===== src/rtl/clip_player.sv =====
// Multi-clip sample player: walks one clip of a shared sample ROM and feeds Audio_Controller.
// Latency: rom_addr one cycle after play_req, sample captured ROM_LAT cycles after each address, strobe one cycle later.
// Backpressure: one-deep pending slot held while audio_out_allowed is low; newer samples overwrite it and bump overrun_cnt.
module clip_player #(
    parameter int                            ADDR_W      = 18,
    parameter int                            SAMPLE_W    = 6,
    parameter int                            OUT_W       = 32,
    parameter int                            NUM_CLIPS   = 4,
    parameter int                            SEL_W       = 2,
    parameter logic [NUM_CLIPS*ADDR_W-1:0]   CLIP_STARTS = {18'd83255, 18'd66983, 18'd16396, 18'd0},
    parameter logic [NUM_CLIPS*ADDR_W-1:0]   CLIP_ENDS   = {18'd137138, 18'd83254, 18'd66982, 18'd16395},
    parameter int                            DIV         = 1200,
    parameter int                            ROM_LAT     = 1
) (
    input  logic                CLOCK_50,
    input  logic                resetn,
    input  logic                play_req,
    input  logic [SEL_W-1:0]    clip_sel,
    input  logic                loop_mode,
    input  logic                stop_req,
    output logic [ADDR_W-1:0]   rom_addr,
    input  logic [SAMPLE_W-1:0] rom_q,
    input  logic                audio_out_allowed,
    output logic [OUT_W-1:0]    sample_out,
    output logic                write_audio_out,
    output logic                busy,
    output logic                done,
    output logic                sel_err,
    output logic [7:0]          overrun_cnt
);

    localparam int                 CNT_W       = $clog2(DIV);
    localparam logic [CNT_W-1:0]   DIV_LAST    = CNT_W'(DIV - 1);
    localparam logic [SEL_W:0]     NUM_CLIPS_V = (SEL_W + 1)'(NUM_CLIPS);
    localparam int                 PAD_W       = OUT_W - SAMPLE_W;

    typedef enum logic {IDLE, PLAY} state_t;

    state_t              state;
    logic [ADDR_W-1:0]   start_addr;
    logic [ADDR_W-1:0]   end_addr;
    logic                loop_r;
    logic [CNT_W-1:0]    div_cnt;
    logic                pending;
    logic [ROM_LAT-1:0]  upd_pipe;

    logic                sel_ok;
    logic [SEL_W-1:0]    sel_idx;
    logic [ADDR_W-1:0]   sel_start;
    logic [ADDR_W-1:0]   sel_end;
    logic                tick;
    logic                cap_vld;
    logic                issue;

    assign sel_ok    = ({1'b0, clip_sel} < NUM_CLIPS_V);
    assign sel_idx   = sel_ok ? clip_sel : '0;
    assign sel_start = CLIP_STARTS[sel_idx*ADDR_W +: ADDR_W];
    assign sel_end   = CLIP_ENDS[sel_idx*ADDR_W +: ADDR_W];
    assign tick      = (div_cnt == DIV_LAST);
    assign cap_vld   = upd_pipe[ROM_LAT-1];
    assign issue     = pending && audio_out_allowed;

    always_ff @(posedge CLOCK_50 or negedge resetn) begin
        if (!resetn) begin
            state           <= IDLE;
            rom_addr        <= '0;
            start_addr      <= '0;
            end_addr        <= '0;
            loop_r          <= 1'b0;
            div_cnt         <= '0;
            pending         <= 1'b0;
            upd_pipe        <= '0;
            sample_out      <= '0;
            write_audio_out <= 1'b0;
            busy            <= 1'b0;
            done            <= 1'b0;
            sel_err         <= 1'b0;
            overrun_cnt     <= '0;
        end else begin
            done            <= 1'b0;
            sel_err         <= play_req && !stop_req && !sel_ok;
            write_audio_out <= 1'b0;
            if (stop_req && state == PLAY) begin
                state      <= IDLE;
                busy       <= 1'b0;
                sample_out <= '0;
                pending    <= 1'b0;
                upd_pipe   <= '0;
                div_cnt    <= '0;
            end else if (play_req && !stop_req && sel_ok) begin
                state      <= PLAY;
                busy       <= 1'b1;
                rom_addr   <= sel_start;
                start_addr <= sel_start;
                end_addr   <= sel_end;
                loop_r     <= loop_mode;
                div_cnt    <= '0;
                pending    <= 1'b0;
                upd_pipe   <= ROM_LAT'(1);
            end else if (state == PLAY) begin
                if (tick && rom_addr == end_addr && !loop_r) begin
                    // The end sample has had its full period; finish without wrapping.
                    state      <= IDLE;
                    busy       <= 1'b0;
                    done       <= 1'b1;
                    sample_out <= '0;
                    pending    <= 1'b0;
                    upd_pipe   <= '0;
                    div_cnt    <= '0;
                end else begin
                    div_cnt  <= tick ? '0 : div_cnt + 1'b1;
                    upd_pipe <= (upd_pipe << 1) | ROM_LAT'(tick);
                    if (tick)
                        rom_addr <= (rom_addr == end_addr) ? start_addr : rom_addr + 1'b1;
                    if (cap_vld) begin
                        sample_out <= {rom_q, {PAD_W{1'b0}}};
                        if (pending && overrun_cnt != 8'hFF)
                            overrun_cnt <= overrun_cnt + 8'd1;
                    end
                    // A strobe issued on a capture edge carries the fresh sample, so nothing stays pending.
                    write_audio_out <= issue;
                    if (issue)
                        pending <= 1'b0;
                    else if (cap_vld)
                        pending <= 1'b1;
                end
            end
        end
    end

endmodule


===== config.mk =====
export PLATFORM = sky130hd
export DESIGN_NAME = clip_player
export DESIGN_NICKNAME = d
export VERILOG_FILES = /design/src/rtl/clip_player.sv
export SDC_FILE = /design/constraint.sdc
export NUM_CORES = 1
export LEC_CHECK = 0
export CORE_ASPECT_RATIO = 0.9
export CORE_MARGIN = 2
export CORE_UTILIZATION = 45
export CTS_CLUSTER_DIAMETER = 120
export DETAILED_ROUTE_END_ITERATION = 7
export GPL_TIMING_DRIVEN = 0
export HOLD_SLACK_MARGIN = 0.12
export PLACE_DENSITY = 0.84
export RECOVER_POWER = 50
export REMOVE_ABC_BUFFERS = 1
export SETUP_SLACK_MARGIN = 0.3
export SYNTH_ARGS = -nofsm -noshare
export SYNTH_HDL_FRONTEND = slang
export SYNTH_SLANG_ARGS = --single-unit

===== constraint.sdc =====
create_clock -name CLOCK_50 -period 2.8 [get_ports CLOCK_50]
set_clock_uncertainty 0.1 [all_clocks]
set_input_delay 0.56 -clock CLOCK_50 [delete_from_list [all_inputs] [get_ports CLOCK_50]]
set_output_delay 0.56 -clock CLOCK_50 [all_outputs]
set_load 0.05 [all_outputs]

==> results of run 1 <==
-- final cells by class --
| cell class | count | area [µm²] | share of cell area (%) |
|---|---|---|---|
| Multi-Input combinational cell | 312 | 2150 | 44.6 |
| Inverter | 10 | 37.5 | 0.778 |
| Tap cell | 99 | 124 | 2.57 |
| Clock buffer | 10 | 128 | 2.65 |
| Sequential cell | 60 | 1510 | 31.2 |
| Clock inverter | 6 | 111 | 2.31 |
| Timing Repair Buffer | 82 | 766 | 15.9 |
-- worst min path at each step --
stage | endpoint | start | cells after the start
5_1_grt | start_addr[3]$_DFFE_PN0P_ | start_addr[3]$_DFFE_PN0P_ | 2
2_1_floorplan | busy$_DFFE_PN0P_ | resetn | 0
3_5_place_dp | start_addr[3]$_DFFE_PN0P_ | start_addr[3]$_DFFE_PN0P_ | 2
3_3_place_gp | start_addr[3]$_DFFE_PN0P_ | start_addr[3]$_DFFE_PN0P_ | 2
6_report | start_addr[3]$_DFFE_PN0P_ | start_addr[3]$_DFFE_PN0P_ | 2
4_1_cts | start_addr[3]$_DFFE_PN0P_ | start_addr[3]$_DFFE_PN0P_ | 2
-- what timing repair did --
| item | 4_1_cts | 5_1_grt |
|---|---|---|
| setup endpoints to repair | 38 | 29 |
| pin swaps | 7 | 16 |
| setup buffers | 16 | 12 |
| hold buffers | 1 | 0 |
| hold endpoints to repair | 23 | 0 |
| gates cloned | 0 | 0 |
| resized for setup | 21 | 33 |
-- worst min-delay path: cells and delay by family (launching register included) --
family | cells | cell delay, ps
simple gates | 2 | 120
flops | 1 | 350
-- through the flow --
step | TNS [ps] | worst slack (ps) | power (W)
floorplan | -13460 | -663 | 0.00160
global placement | -86530 | -1470 | 0.00184
detailed placement | -13470 | -651 | 0.00186
CTS | 0 | 272 | 0.00287
global route | 0 | 82.2 | 0.00305
finish | 0 | 170 | 0.00296
-- metal layers --
layer	part of all wire (%)	track usage, %
met1	39	30.7
met2	47	37.3
met3	9.3	4.69
met4	4.5	10.2
met5	0	0
-- cells in the final DEF (no fill, tap or decap), drive strengths merged, types with 10 or more instances in the layout --
cell type and count:
nor3 12, nor2 17, a22o 10, nand2 54
xor2 11, inv 11, clkbuf 12, clkdlybuf4s50 46
o21ai 16, buf 32, a31oi 10, nand4 13
dfrtp 60, and3 13, a21oi 11, nand3 16
conb 27, nor4 10
-- registers in the layout (all words and copies together) (netlist names), 4 cells and up --
name         count
div_cnt         11
rom_addr        18
end_addr         4
sample_out       6
start_addr       6
overrun_cnt      8
-- report_power, final --
| part | internal, W | leakage (nW) | switching (W) |
|---|---|---|---|
| clock | 0.000593 | 0.117 | 0.000375 |
| sequential | 0.000952 | 0.768 | 0.000150 |
| combinational | 0.000314 | 1.20 | 0.000579 |
-- cell families (layout without fill, tap and decap cells) --
kind of cell / count (synthesis) / count (layout) / synth area share [%]
adders and majority gates: 8 / 8 / 2.75
xor gates and xnor gates: 17 / 17 / 4.08
other: 1 / 27 / 0.103
and+or+nand+nor: 164 / 164 / 23.7
muxes: 4 / 4 / 1.20
DFF: 60 / 60 / 41.2
AOI/OAI and AO/OA: 92 / 92 / 18.1
buffers and inverters: 56 / 108 / 8.89
==> flow_metrics.env, run 1 <==
export IMPL_avgSynthCellArea_um2=9.07
export IMPL_crit_arrival_ps=2770
export IMPL_status="complete, no violations"
export IMPL_fin_crit_sh_pct=93.9
export IMPL_route_final_wire_length_um=11300
export IMPL_cts_clk_slew_worst_paths_ps=70
export IMPL_ys_warn_count=0
export IMPL_grt_total_usage_pct=23.2
export IMPL_rsz0062_at_grt="yes"
export IMPL_fin_area_um2=4820
export IMPL_netlist_area_leader_share_pct=41.2
export IMPL_dp_cells=534
export IMPL_clockBufferDepth=2
export IMPL_die_area_um2=8840
export IMPL_powerDensity_nw_per_um2=614
export IMPL_fp_row_count=31
export IMPL_period_minus_slack_ps=2630
export IMPL_io_pins=76
export IMPL_rr_worst_depth=8
export IMPL_final_cells=579
export IMPL_dp_hpwl_um=6410
export IMPL_start_kind="register"
export IMPL_synth_area_leader_cell="dfrtp_1"
export IMPL_maxSlewHeadroom_pct=19.2
export IMPL_hold_ws_ps=390
export IMPL_synth_seq_cells=60
export IMPL_syn_area_um2=3650
export IMPL_postSynthCellCount=402
export IMPL_slowest_stage="or4_4"
export IMPL_antenna_found_initial=0
export IMPL_hold_viol_final=0
export IMPL_cts_tree="built"
export IMPL_worst_path_stages=8
export IMPL_gr_total_overflow=0
export IMPL_clock_sinks=60
export IMPL_detail_route_wl_per_cell_um=19.5
export IMPL_yosysUniqueCellTypes=54
export IMPL_synthTopCellsByCount="60 x dfrtp_1, 54 x nand2_1, 28 x buf_4, 17 x nor2_1"
export IMPL_insertion_delay_ps=350
export IMPL_grt_first_pass_wirelength_um=16200
export IMPL_setup_viol=0
export IMPL_drive_gt1_share_pct=18.1
export IMPL_synth_most_common_cell="dfrtp_1"
export IMPL_first_iter_violations=559
export IMPL_start_util_pct=45.9
export IMPL_cpMostUsedCell="buf_4"
export IMPL_worst_slew_pin_transition_ps=1210
export IMPL_diodes=0
export IMPL_numCtsBuffers=9
export IMPL_p_leak_nw=2.09
export IMPL_end_kind="register"
export IMPL_grt_max_degree=38
export IMPL_ys_seq_area_share_pct=41.2
export IMPL_gp_congestion=0.898
export IMPL_worstSetupPathType="register to register"
export IMPL_drv_cap=0
export IMPL_design_core_area_um2=7950
export IMPL_critPathLaunch="rom_addr[12]$_DFFE_PN0P_"
export IMPL_max_freq_mhz=380
export IMPL_area_growth_pct=32.3
export IMPL_crit_path_cell_trace="or4_4 > a222oi_1 > buf_4 > buf_6 > a311oi_4 > buf_4 > a2bb2o_4 > a211o_1"
export IMPL_ys_async_sr_fraction_pct=100
export IMPL_r2r_slack_ps=170
export IMPL_synthFlopType="dfrtp_1"
export IMPL_via_per_inst=6.31
export IMPL_cp_buffers_inverters=3
export IMPL_via_count=3654
export IMPL_crit_required_ps=2940
export IMPL_dr_pass1_iters=8
export IMPL_peakVddDrop_v=0.000244
export IMPL_r2r_start="rom_addr[12]$_DFFE_PN0P_"
export IMPL_cts_root_buf="clkbuf_8"
export IMPL_cp_slowest_stage_delay_ps=560
export IMPL_drc=0
export IMPL_final_util_pct=60.7
export IMPL_ctsHtreeMaxLevel=3
export IMPL_final_max_slew_viol_count=0
export IMPL_rr_endpoint="rom_addr[10]$_DFFE_PN0P_"
export IMPL_nNetsFinal=497
export IMPL_synthTopCellsByArea="dfrtp_1 41%, buf_4 5.8%, nand2_1 5.6%, ha_1 2.7%, xor2_1 2.6%"
export IMPL_hp_class="register to register"
export IMPL_synth_edf_count=0
export IMPL_endpoint="rom_addr[10]$_DFFE_PN0P_"
export IMPL_fp_dieW_um=98.9
export IMPL_grt_pass1_vias=3223
export IMPL_die_h_um=89.4
export IMPL_numPortBuffers=48
export IMPL_fillers=579
export IMPL_cp_max_fo=5
export IMPL_placed_area_um2=4120
export IMPL_crit_family="compound AO/OA/AOI/OAI gates"
export IMPL_postRouteAntennaNets=0
No activity file was read; power rests on OpenSTA's default activity.
==> inputs of run 2 (changes only) <==
--- a/config.mk
+++ b/config.mk
@@ -5,9 +5,10 @@
 export SDC_FILE = /design/constraint.sdc
 export NUM_CORES = 1
 export LEC_CHECK = 0
-export CORE_ASPECT_RATIO = 0.9
+export CORE_ASPECT_RATIO = 1.75
 export CORE_MARGIN = 2
 export CORE_UTILIZATION = 45
+export CTS_BUF_LIST = sky130_fd_sc_hd__clkbuf_8
 export CTS_CLUSTER_DIAMETER = 120
 export DETAILED_ROUTE_END_ITERATION = 7
 export GPL_TIMING_DRIVEN = 0
==> flow_metrics.env, run 2 (same netlist as run 1, synthesis figures left out) <==
export IMPL_largest_register="rom_addr"
export IMPL_route_final_wire_length_um=11700
export IMPL_via_count=3811
export IMPL_worstHoldStart="overrun_cnt[6]$_DFFE_PN0P_"
export IMPL_cts_tree="built"
export IMPL_postRouteAntennaNets=0
export IMPL_peakVddDrop_v=0.000473
export IMPL_via_per_inst=6.57
export IMPL_worst_slew_pin_transition_ps=1110
export IMPL_status="complete, no violations"
export IMPL_worstSetupPathType="register to register"
export IMPL_end_kind="register"
export IMPL_crit_path_cell_trace="or3_1 > a222oi_1 > buf_4 > buf_6 > and4_4 > o311ai_4 > a22o_1"
export IMPL_pre_cts_ws_ps=-674
export IMPL_cts_root_buf="clkbuf_8"
export IMPL_dr_pass1_iters=8
export IMPL_rsz0062_at_grt="yes"
export IMPL_rr_worst_depth=7
export IMPL_r2r_slack_ps=120
export IMPL_final_cells=580
export IMPL_critPathLaunch="rom_addr[2]$_DFFE_PN0P_"
export IMPL_drc=0
export IMPL_fp_dieW_um=72.0
export IMPL_r2r_start="rom_addr[2]$_DFFE_PN0P_"
export IMPL_cts_clk_slew_worst_paths_ps=70
export IMPL_hold_viol_final=0
export IMPL_area_growth_pct=33.9
export IMPL_p_leak_nw=2.13
export IMPL_largest_reg_flops=18
export IMPL_gr_total_overflow=0
export IMPL_drive_gt1_share_pct=20.8
export IMPL_grt_max_degree=42
export IMPL_clockBufferDepth=2
export IMPL_grt_total_usage_pct=23.8
export IMPL_detail_route_wl_per_cell_um=20.1
export IMPL_numPortBuffers=48
export IMPL_cp_max_fo=9
export IMPL_first_iter_violations=652
export IMPL_io_pins=76
export IMPL_fp_row_count=43
export IMPL_die_area_um2=8870
export IMPL_setup_viol=0
export IMPL_endpoint="sample_out[30]$_DFFE_PN0P_"
export IMPL_slowest_stage="dfrtp_1"
export IMPL_max_freq_mhz=373
export IMPL_drv_cap=0
export IMPL_crit_required_ps=2950
export IMPL_dp_hpwl_um=6780
export IMPL_gp_congestion=0.882
export IMPL_diodes=0
export IMPL_final_util_pct=61.7
export IMPL_dp_cells=523
export IMPL_grt_pass1_vias=3394
export IMPL_worst_slack_ps=122
export IMPL_final_max_slew_viol_count=0
export IMPL_rr_endpoint="sample_out[30]$_DFFE_PN0P_"
export IMPL_powerDensity_nw_per_um2=561
export IMPL_reg_top3="rom_addr x18, div_cnt x11, overrun_cnt x8"
export IMPL_cp_slowest_stage_delay_ps=520
export IMPL_period_minus_slack_ps=2680
export IMPL_crit_arrival_ps=2820
export IMPL_grt_first_pass_wirelength_um=16300
export IMPL_start_util_pct=46.1
export IMPL_clock_sinks=60
export IMPL_final_cell_mix="58 x dfrtp_1, 54 x nand2_1, 45 x clkdlybuf4s50_1"
export IMPL_antenna_found_initial=0
export IMPL_maxSlewHeadroom_pct=25.8
export IMPL_fin_crit_sh_pct=95.6
export IMPL_hp_class="register to register"
export IMPL_nNetsFinal=507
export IMPL_placed_area_um2=4090
export IMPL_fin_area_um2=4880
export IMPL_ctsHtreeMaxLevel=3
export IMPL_final_common_cell="dfrtp_1"
export IMPL_design_core_area_um2=7910
export IMPL_numCtsBuffers=9
export IMPL_insertion_delay_ps=360
export IMPL_start_kind="register"
export IMPL_die_h_um=123
-- run 2: cell count changes in the layout (fill, tap and decap cells not counted), moves of 2 or more --
cell and delta:
buf_4 +5, nor4_1 -2, nor3_1 -3, nor4_4 +2, inv_1 +2, dfrtp_2 -2, a21oi_2 +2, a31oi_2 -2
nor3_2 +3, bufinv_16 -3, dfrtp_1 +2, buf_6 +5
-- run 2: timing repair --
action                                 4_1_cts  5_1_grt
endpoints found under the hold margin       19        0
pin swaps                                   11       23
setup endpoints to repair                   41       32
gates cloned                                 1        0
resized for setup                           25       40
hold buffers                                 1        0
setup buffers                               20       19
-- run 2: worst max-delay path, delay by kind of cell (launching register included) --
kind | cells | cell delay [ps]
DFF | 1 | 520
and+or+nand+nor | 2 | 710
AOI/OAI and AO/OA | 3 | 840
buffers and inverters | 2 | 400
-- run 2: final cells by class --
cell class,instances,area [µm²]
repair buffers,91,836
well taps,90,113
fillers,573,3030
multi-input cells,313,2220
inverters,10,37.5
clock buffers,10,138
flip-flops and latches,60,1500
clock inverters,6,32.5
-- run 2: worst min path at each step --
| stage | end | slack [ps] | depth (start not counted) |
|---|---|---|---|
| final | overrun_cnt[6]$_DFFE_PN0P_ | 400 | 1 |
| after global routing | overrun_cnt[6]$_DFFE_PN0P_ | 400 | 1 |
| after CTS | start_addr[3]$_DFFE_PN0P_ | 390 | 2 |
| after detailed placement | start_addr[3]$_DFFE_PN0P_ | 370 | 2 |
| after global placement | start_addr[3]$_DFFE_PN0P_ | 360 | 2 |
| after floorplan | busy$_DFFE_PN0P_ | 160 | 0 |
-- run 2: layer usage --
| layer | vias up | global-route usage (%) | part of all wire (%) |
|---|---|---|---|
| met3 | 93 | 5.95 | 8.8 |
| met2 | 311 | 41.8 | 51 |
| li1 | 1599 | - | - |
| met4 | 0 | 13.6 | 6.3 |
| met1 | 1808 | 25.6 | 34 |
| met5 | - | 0 | 0 |
-- run 2: power breakdown --
group          switching [W]  leakage, nW  internal, W
combinational       0.000594         1.27     0.000333
sequential          0.000164        0.770     0.000950
clock               0.000364       0.0907     0.000335
total                0.00112         2.13      0.00162
-- run 2: through the flow --
stage / hold slack (ps) / TNS [ps] / power [W]
final: 397 / 0 / 0.00274
after CTS: 389 / 0 / 0.00262
after global routing: 404 / 0 / 0.00283
after floorplan: 164 / -13460 / 0.00160
after global placement: 364 / -83710 / 0.00184
after detailed placement: 372 / -15200 / 0.00187
==> inputs of run 3 (changes only) <==
--- a/config.mk
+++ b/config.mk
@@ -13,7 +13,7 @@
 export DETAILED_ROUTE_END_ITERATION = 7
 export GPL_TIMING_DRIVEN = 0
 export HOLD_SLACK_MARGIN = 0.12
-export PLACE_DENSITY = 0.84
+export PLACE_DENSITY = 0.72
 export RECOVER_POWER = 50
 export REMOVE_ABC_BUFFERS = 1
 export SETUP_SLACK_MARGIN = 0.3
==> flow_metrics.env, run 3 (same netlist as run 1, synthesis figures left out) <==
export IMPL_status="complete, no violations"
export IMPL_largest_reg_flops=18
export IMPL_antenna_found_initial=0
export IMPL_nNetsFinal=500
export IMPL_final_common_cell="dfrtp_1"
export IMPL_hp_class="register to register"
export IMPL_gr_total_overflow=0
export IMPL_clockBufferDepth=2
export IMPL_grt_pass1_vias=3340
export IMPL_final_cells=573
export IMPL_grt_total_usage_pct=24.2
export IMPL_powerDensity_nw_per_um2=567
export IMPL_largest_register="rom_addr"
export IMPL_period_minus_slack_ps=2650
export IMPL_hold_path_depth=2
export IMPL_grt_first_pass_wirelength_um=16400
export IMPL_grt_max_degree=35
export IMPL_cts_root_buf="clkbuf_8"
export IMPL_first_iter_violations=301
export IMPL_final_cell_mix="56 x dfrtp_1, 54 x nand2_1, 45 x clkdlybuf4s50_1"
export IMPL_cp_max_fo=8
export IMPL_ctsHtreeMaxLevel=3
export IMPL_peakVddDrop_v=0.000455
export IMPL_numPortBuffers=48
export IMPL_postRouteAntennaNets=0
export IMPL_placed_area_um2=4100
export IMPL_drc=0
export IMPL_area_growth_pct=28.8
export IMPL_dp_cells=525
export IMPL_via_count=3569
export IMPL_hold_ws_ps=383
export IMPL_die_area_um2=8870
export IMPL_clock_sinks=60
export IMPL_detail_route_wl_per_cell_um=18.5
export IMPL_fin_crit_sh_pct=94.6
export IMPL_fp_dieW_um=72.0
export IMPL_drive_gt1_share_pct=17.4
export IMPL_final_max_slew_viol_count=0
export IMPL_p_leak_nw=2.04
export IMPL_end_kind="register"
export IMPL_hold_viol_final=0
export IMPL_rsz0062_at_grt="yes"
export IMPL_route_final_wire_length_um=10600
export IMPL_die_h_um=123
export IMPL_setup_viol=0
export IMPL_worst_slew_pin_transition_ps=1440
export IMPL_diodes=0
export IMPL_pre_cts_ws_ps=-679
export IMPL_insertion_delay_ps=360
export IMPL_rr_worst_depth=6
export IMPL_via_per_inst=6.23
export IMPL_fp_row_count=43
export IMPL_worst_slack_ps=152
export IMPL_dr_pass1_iters=5
export IMPL_fin_area_um2=4690
export IMPL_design_core_area_um2=7910
export IMPL_cts_tree="built"
export IMPL_reg_top3="rom_addr x18, div_cnt x11, overrun_cnt x8"
export IMPL_maxSlewHeadroom_pct=4.01
export IMPL_crit_required_ps=2970
export IMPL_start_util_pct=46.1
export IMPL_cts_clk_slew_worst_paths_ps=70
export IMPL_gp_congestion=0.884
export IMPL_worstSetupPathType="register to register"
export IMPL_dp_hpwl_um=6940
export IMPL_start_kind="register"
export IMPL_max_freq_mhz=378
export IMPL_numCtsBuffers=9
export IMPL_hold_buffers=0
export IMPL_fillers=682
export IMPL_drv_cap=0
export IMPL_crit_arrival_ps=2820
export IMPL_io_pins=76
run 3: cell count changes in the layout (fill, tap and decap cells not counted), moves of 3 or more:
| cell | change |
|---|---|
| nor3_1 | +4 |
| buf_4 | -5 |
| nor3_2 | -3 |
| a211oi_1 | +3 |
run 3: final timing paths:
check / to / start / slack [ps]
max in group asynchronous: rom_addr[6]$_DFFE_PN0P_ / resetn / 580
setup / recovery: rom_addr[14]$_DFFE_PN0P_ / rom_addr[6]$_DFFE_PN0P_ / 150
min in group asynchronous: rom_addr[10]$_DFFE_PN0P_ / resetn / 420
setup reg to reg: rom_addr[14]$_DFFE_PN0P_ / rom_addr[6]$_DFFE_PN0P_ / 150
hold reg to reg: start_addr[3]$_DFFE_PN0P_ / start_addr[3]$_DFFE_PN0P_ / 380
hold / removal: start_addr[3]$_DFFE_PN0P_ / start_addr[3]$_DFFE_PN0P_ / 380
run 3: through the flow:
stage | TNS (ps) | util, % | power (W)
after floorplan | -13460 | - | 0.00160
after global placement | -100810 | 51.2 | 0.00185
after detailed placement | -12640 | 51.9 | 0.00188
after CTS | 0 | 58.1 | 0.00265
after global routing | 0 | 59.4 | 0.00277
final | 0 | 59.4 | 0.00266
run 3: per-layer routing:
metal	track usage, %	share of wire (%)	wire length (µm)	up-vias
li1	-	-	-	1586
met1	25.9	35	3760	1709
met2	41.4	52	5480	216
met3	5.70	6.4	684	58
met4	16.6	6.5	686	0
met5	0	0	0	-
run 3: power by group:
part | leakage, nW | switching (W) | internal (W)
combinational | 1.18 | 0.000549 | 0.000303
sequential | 0.768 | 0.000146 | 0.000952
clock | 0.0920 | 0.000373 | 0.000343
run 3: what timing repair did:
action	CTS	global route
endpoints found under the setup margin	37	28
pin swaps	16	17
endpoints found under the hold margin	0	0
buffers inserted	23	9
resized for setup	29	18
run 3: layout make-up:
type | count | area [µm²] | share of cell area (%)
clock buffer | 10 | 138 | 2.93
tap | 90 | 113 | 2.40
inverter | 10 | 37.5 | 0.800
timing repair buffer | 85 | 774 | 16.5
sequential | 60 | 1510 | 32.1
multi-input combinational | 312 | 2090 | 44.4
clock inverter | 6 | 40.0 | 0.853
run 3: critical path, stage by stage, from the launching register on:
cell and delay [ps]:
dfrtp_2 460, or4_4 580, a211oi_1 400, buf_4 240, and4_1 400, nor2_1 190, a31oi_1 200
